===== config.mk =====
export PLATFORM = sky130hd
export DESIGN_NAME = seq_alu
export DESIGN_NICKNAME = d
export VERILOG_FILES = /design/src/rtl/seq_alu.sv
export SDC_FILE = /design/constraint.sdc
export NUM_CORES = 1
export LEC_CHECK = 0
export CORE_MARGIN = 3
export CORE_UTILIZATION = 57
export DETAILED_ROUTE_END_ITERATION = 10
export DONT_BUFFER_PORTS = 1
export PLACE_DENSITY = 0.78
export SYNTH_ARGS = -nofsm -noshare
export SYNTH_HDL_FRONTEND = slang
export SYNTH_SLANG_ARGS = --single-unit

===== constraint.sdc =====
create_clock -name CLK -period 5.2 [get_ports CLK]
set_input_delay 0.52 -clock CLK [delete_from_list [all_inputs] [get_ports CLK]]
set_output_delay 0.52 -clock CLK [all_outputs]
set_load 0.005 [all_outputs]

===== src/rtl/seq_alu.sv =====
// Clocked ALU with registered result and Z/S/C/V flags.
// Shifts and unsigned multiply run iteratively under a START/BUSY/DONE handshake.
module seq_alu #(
  parameter int unsigned WIDTH = 8,
  parameter int unsigned SHW   = $clog2(WIDTH)
) (
  input  logic             CLK,
  input  logic             RST,
  input  logic             START,
  input  logic [WIDTH-1:0] A,
  input  logic [WIDTH-1:0] B,
  input  logic [3:0]       SSEL,
  output logic [WIDTH-1:0] F,
  output logic             Z,
  output logic             S,
  output logic             C,
  output logic             V,
  output logic             BUSY,
  output logic             DONE
);

  localparam int unsigned SW = WIDTH + 1;
  localparam int unsigned AW = 2 * WIDTH;
  localparam int unsigned CW = SHW + 1;

  localparam logic [3:0] OP_TRA = 4'b0000;
  localparam logic [3:0] OP_INC = 4'b0001;
  localparam logic [3:0] OP_ADD = 4'b0010;
  localparam logic [3:0] OP_ADC = 4'b0011;
  localparam logic [3:0] OP_SHL = 4'b0100;
  localparam logic [3:0] OP_SUB = 4'b0101;
  localparam logic [3:0] OP_DEC = 4'b0110;
  localparam logic [3:0] OP_TRC = 4'b0111;
  localparam logic [3:0] OP_AND = 4'b1000;
  localparam logic [3:0] OP_SHR = 4'b1001;
  localparam logic [3:0] OP_OR  = 4'b1010;
  localparam logic [3:0] OP_ASR = 4'b1011;
  localparam logic [3:0] OP_XOR = 4'b1100;
  localparam logic [3:0] OP_MUL = 4'b1101;
  localparam logic [3:0] OP_NOT = 4'b1110;
  localparam logic [3:0] OP_RSV = 4'b1111;

  typedef enum logic [1:0] {
    ST_IDLE,
    ST_SHIFT,
    ST_MULT
  } state_t;

  state_t           state;
  logic [WIDTH-1:0] a_q;
  logic [WIDTH-1:0] b_q;
  logic [3:0]       op_q;
  logic             pend;
  logic [CW-1:0]    cnt;
  logic [AW-1:0]    acc;

  logic [SW-1:0]    sum;
  logic [WIDTH-1:0] alu_f;
  logic             alu_c;
  logic             alu_v;
  logic             alu_z;

  // Single-cycle datapath on the latched operands; ADC reads the live C flag
  always_comb begin
    sum   = '0;
    alu_f = '0;
    alu_c = 1'b0;
    alu_v = 1'b0;
    case (op_q)
      OP_TRA, OP_TRC, OP_SHL, OP_SHR, OP_ASR: alu_f = a_q;
      OP_INC: begin
        sum   = {1'b0, a_q} + SW'(1);
        alu_f = sum[WIDTH-1:0];
        alu_c = sum[WIDTH];
        alu_v = ~a_q[WIDTH-1] & alu_f[WIDTH-1];
      end
      OP_ADD, OP_ADC: begin
        sum   = {1'b0, a_q} + {1'b0, b_q} + ((op_q == OP_ADC) ? SW'(C) : SW'(0));
        alu_f = sum[WIDTH-1:0];
        alu_c = sum[WIDTH];
        alu_v = ~(a_q[WIDTH-1] ^ b_q[WIDTH-1]) & (alu_f[WIDTH-1] ^ a_q[WIDTH-1]);
      end
      OP_SUB: begin
        sum   = {1'b0, a_q} - {1'b0, b_q};
        alu_f = sum[WIDTH-1:0];
        alu_c = sum[WIDTH];
        alu_v = (a_q[WIDTH-1] ^ b_q[WIDTH-1]) & (alu_f[WIDTH-1] ^ a_q[WIDTH-1]);
      end
      OP_DEC: begin
        sum   = {1'b0, a_q} - SW'(1);
        alu_f = sum[WIDTH-1:0];
        alu_c = sum[WIDTH];
        alu_v = a_q[WIDTH-1] & ~alu_f[WIDTH-1];
      end
      OP_AND: alu_f = a_q & b_q;
      OP_OR:  alu_f = a_q | b_q;
      OP_XOR: alu_f = a_q ^ b_q;
      OP_NOT: alu_f = ~a_q;
      default: alu_f = '0;
    endcase
    alu_z = (alu_f == '0) && (op_q != OP_RSV);
  end

  logic [AW-1:0] step_acc;
  logic          step_c;
  logic [SW-1:0] part;

  // One iteration: shift one bit in the low half, or one shift-add multiply step
  always_comb begin
    step_acc = acc;
    step_c   = 1'b0;
    part     = '0;
    if (state == ST_MULT) begin
      part     = {1'b0, acc[AW-1:WIDTH]} + (acc[0] ? {1'b0, a_q} : SW'(0));
      step_acc = {part, acc[WIDTH-1:1]};
      step_c   = |step_acc[AW-1:WIDTH];
    end else begin
      case (op_q)
        OP_SHL: begin
          step_acc = {acc[AW-1:WIDTH], acc[WIDTH-2:0], 1'b0};
          step_c   = acc[WIDTH-1];
        end
        OP_SHR: begin
          step_acc = {acc[AW-1:WIDTH], 1'b0, acc[WIDTH-1:1]};
          step_c   = acc[0];
        end
        OP_ASR: begin
          step_acc = {acc[AW-1:WIDTH], acc[WIDTH-1], acc[WIDTH-1:1]};
          step_c   = acc[0];
        end
        default: step_c = 1'b0;
      endcase
    end
  end

  logic shift_req;
  assign shift_req = ((SSEL == OP_SHL) || (SSEL == OP_SHR) || (SSEL == OP_ASR))
                     && (B[SHW-1:0] != '0);

  always_ff @(posedge CLK) begin
    if (RST) begin
      state <= ST_IDLE;
      a_q   <= '0;
      b_q   <= '0;
      op_q  <= '0;
      pend  <= 1'b0;
      cnt   <= '0;
      acc   <= '0;
      F     <= '0;
      Z     <= 1'b0;
      S     <= 1'b0;
      C     <= 1'b0;
      V     <= 1'b0;
      BUSY  <= 1'b0;
      DONE  <= 1'b0;
    end else begin
      DONE <= 1'b0;
      case (state)
        ST_IDLE: begin
          BUSY <= 1'b0;
          pend <= 1'b0;
          if (pend) begin
            F    <= alu_f;
            Z    <= alu_z;
            S    <= alu_f[WIDTH-1];
            C    <= alu_c;
            V    <= alu_v;
            DONE <= 1'b1;
          end
          if (START) begin
            a_q  <= A;
            b_q  <= B;
            op_q <= SSEL;
            if (shift_req) begin
              state <= ST_SHIFT;
              cnt   <= CW'(B[SHW-1:0]);
              acc   <= {{WIDTH{1'b0}}, A};
            end else if (SSEL == OP_MUL) begin
              state <= ST_MULT;
              cnt   <= CW'(WIDTH);
              acc   <= {{WIDTH{1'b0}}, B};
            end else begin
              pend <= 1'b1;
            end
          end
        end
        ST_SHIFT, ST_MULT: begin
          acc <= step_acc;
          cnt <= cnt - CW'(1);
          if (cnt == CW'(1)) begin
            state <= ST_IDLE;
            BUSY  <= 1'b0;
            DONE  <= 1'b1;
            F     <= step_acc[WIDTH-1:0];
            Z     <= (step_acc[WIDTH-1:0] == '0);
            S     <= step_acc[WIDTH-1];
            C     <= step_c;
            V     <= 1'b0;
          end else begin
            BUSY <= 1'b1;
          end
        end
        default: state <= ST_IDLE;
      endcase
    end
  end

endmodule

==> results.py <==
metrics = {
    "status": {
        "status": "finished clean",
    },
    "critical_path": {
        "crit_path_start_kind": "flip-flop",
        "cp.required_ns": 5.46,
        "cpMaxStageDelayCell": "dfxtp_1",
        "crit_fanout": 26,
        "crit_path_max_incr_delay_ns": 0.88,
        "worst-r2r-setup-slack_ns": 1.41,
        "crit_buf_inv": 0,
        "critPathTopFamily": "simple AND/OR/NAND/NOR gates",
        "path_class": "reg2reg",
        "cp.arrival_ns": 4.05,
        "critPathCaptureType": "flip-flop",
        "cp_cell_sequence": "nand4_1, fa_1, fa_1, xnor2_1, a32oi_1, nor2_1, or4_1, or4_1, nor3_1, a31o_1",
    },
    "clocking": {
        "clkSlewWorstSetupHoldPaths_ns": 0.10,
        "clock_path_buffers": 2,
        "cts_root_buf": "clkbuf_8",
        "cts.htree.levels": 2,
        "ctsResizeCount": 0,
        "clock_sinks": 56,
        "cts_hold_buf": 0,
        "cts_setup_buffers": 0,
        "tritoncts": "done",
        "clk_latency_ns": 0.31,
        "cts_buffers": 5,
    },
    "drt": {
        "num_vias": 5079,
        "drt_iter0_drc": 457,
        "routed_wl_um": 15100,
        "wl_met1_um": 6780,
        "wl_met3_um": 1310,
        "routedWlPerCell_um": 20.1,
        "ant_nets": 0,
        "post_drt_via_cell_ratio": 6.75,
        "first_pass_iters": 6,
        "drc": 0,
        "met2WireLength_um": 6730,
        "top_layer": "met4",
    },
    "power": {
        "ir_worst_vdd_v": 0.000159,
        "pwr-share-clk_pct": 21.0,
        "switchingPower_mw": 0.429,
        "swShare_pct": 38.2,
        "pwr-share-seq_pct": 45.6,
        "total_leakage_power_nw": 1.95,
        "p_int_mw": 0.693,
        "p_comb_share_pct": 33.4,
        "power_density_nw_per_um2": 219,
    },
    "yosys": {
        "syn_inst": 687,
        "async_flop_share_pct": 0,
        "seq_area_frac_synth_pct": 22.0,
        "synth_area_um2": 5100,
        "yosys.area.top_type": "dfxtp_1",
        "ys.flop_type": "dfxtp_1",
        "yosysWarnings": 0,
        "avgSynthCellArea_um2": 7.43,
        "synth_seq_cells": 56,
        "synthMostInstantiatedCell": "nand2_1",
        "yosys-top-cells-count": "nand2_1, a21oi_1, dfxtp_1, nor2_1",
        "synth_nets": 756,
        "synth_edf_count": 0,
        "ys_types": 73,
        "netlist_top_cells_area": "dfxtp_1, ha_1, a21oi_1",
        "synth_top_area_share_pct": 22.0,
    },
    "die": {
        "initial_utilization_pct": 60.3,
        "core_area_um2": 8460,
        "ios": 37,
        "dieArea_um2": 10100,
        "die_x_um": 101,
        "die_y_um": 101,
        "rows": 33,
    },
    "global_route": {
        "grt_overflow": 0,
        "grt_max_degree": 61,
        "grt_pass1_vias": 4830,
        "antenna_found_initial": 0,
        "grt_util_all_layers_pct": 29.8,
        "grt_pass1_wl_um": 24400,
    },
    "cells_and_area": {
        "antenna_cells": 0,
        "drive_gt1_share_pct": 4.64,
        "finish.utilization_pct": 60.6,
        "final_nets": 716,
        "layout-area-overhead-vs-synth_pct": 0.466,
        "fin_cells": 752,
        "fillers": 789,
    },
    "sta": {
        "finalMaxSlewViolations": 0,
        "tightest_slew_ns": 1.00,
        "max_slew_margin_pct": 33.1,
        "setup_viol": 0,
        "tns_ns": 0,
        "fin_crit_sh_pct": 72.9,
        "max_freq_mhz": 264,
        "period_needed_ns": 3.79,
        "finClkSkew_ns": 0.00946,
        "hold_viol_final": 0,
        "rsz0062_at_grt": "no",
    },
    "run": {
        "drv_cap": 0,
    },
    "placement": {
        "dpl.hpwl_um": 11100,
        "io_buffer_count": 0,
        "gp_congestion": 1.02,
        "place_inst": 745,
    },
    "hold_path": {
        "hp-class": "in2reg",
    },
}
==> per-layer routing <==
metal,vias to the layer above,GRT usage (%)
met5,-,0
met4,0,6.94
met3,31,4.71
met2,235,47.1
met1,2405,42.6
li1,2408,-
==> cells by family (layout without fill, tap and decap cells) <==
| kind of cell | count (synthesis) | in the layout | synth area share (%) |
|---|---|---|---|
| and+or+nand+nor | 246 | 246 | 24.9 |
| muxes | 21 | 21 | 4.81 |
| AOI/OAI and AO/OA | 207 | 207 | 26.3 |
| adders and majority gates | 46 | 46 | 11.9 |
| xor gates and xnor gates | 15 | 15 | 2.57 |
| buffers and inverters | 96 | 56 | 7.60 |
| DFF | 56 | 56 | 22.0 |
==> registers in the layout, summed over array words and instances, names as in the netlist <==
signal  cells
BUSY        1
V           1
state       2
F           8
acc        16
a_q         8
op_q        4
b_q         8
cnt         4
Z           1
pend        1
DONE        1
C           1
==> final timing paths <==
path,from,endpoint,cells past startpoint
setup / recovery,op_q[1]$_SDFFE_PP0P_,Z$_SDFFE_PP0P_,10
hold / removal,RST,a_q[5]$_SDFFE_PP0P_,1
setup reg to reg,op_q[1]$_SDFFE_PP0P_,Z$_SDFFE_PP0P_,10
hold reg to reg,b_q[1]$_SDFFE_PP0P_,b_q[1]$_SDFFE_PP0P_,2
==> power groups by stage <==
stage	clock, mW	sequential [mW]	combinational (mW)
detailed placement	0	0.520	0.366
floorplan	0	0.489	0.310
finish	0.235	0.512	0.375
CTS	0.235	0.510	0.368
global placement	0	0.518	0.360
global route	0.255	0.516	0.414
==> per-stage QoR <==
step	setup WS [ns]	cell area, µm²	power [mW]	hold WS [ns]
4_1_cts	1.50	5130	1.11	0.265
2_1_floorplan	1.66	5100	0.798	0.448
3_3_place_gp	1.60	5050	0.878	0.458
6_report	1.41	5130	1.12	0.262
3_5_place_dp	1.52	5050	0.886	0.465
5_1_grt	1.24	5130	1.19	0.244
==> final cells by class <==
cell class                      count  area, µm²  share of cell area (%)
Multi-Input combinational cell    535       3590                    70.1
Timing Repair Buffer                5       37.5                   0.732
Clock buffer                        6       72.6                    1.42
Tap cell                          105        131                    2.56
Sequential cell                    56       1120                    21.9
Clock inverter                      1       5.00                  0.0976
Inverter                           44        165                    3.22
==> cell usage in the layout, fill, tap and decap left out, types with 9 or more instances in the layout <==
cell type,Yosys,routed
a21oi_1,71,71
a22oi_1,11,11
and2_1,11,11
dfxtp_1,56,56
ha_1,42,42
inv_1,42,42
mux2i_1,11,11
nand2_1,74,74
nand2b_1,9,9
nand3_1,11,11
nor2_1,52,52
nor2b_1,11,11
nor3_1,22,22
o211ai_1,19,19
o21ai_0,23,23
o22ai_1,14,14
xnor2_1,9,9
==> worst reg2reg max path, stage by stage, from the launching register on <==
cell and delay (ns):
dfxtp_1 0.88, nand4_1 0.21, fa_1 0.46, fa_1 0.44, xnor2_1 0.15, a32oi_1 0.16
nor2_1 0.05, or4_1 0.51, or4_1 0.55, nor3_1 0.16, a31o_1 0.16
Note: power is estimated with default switching activity, not from simulation.
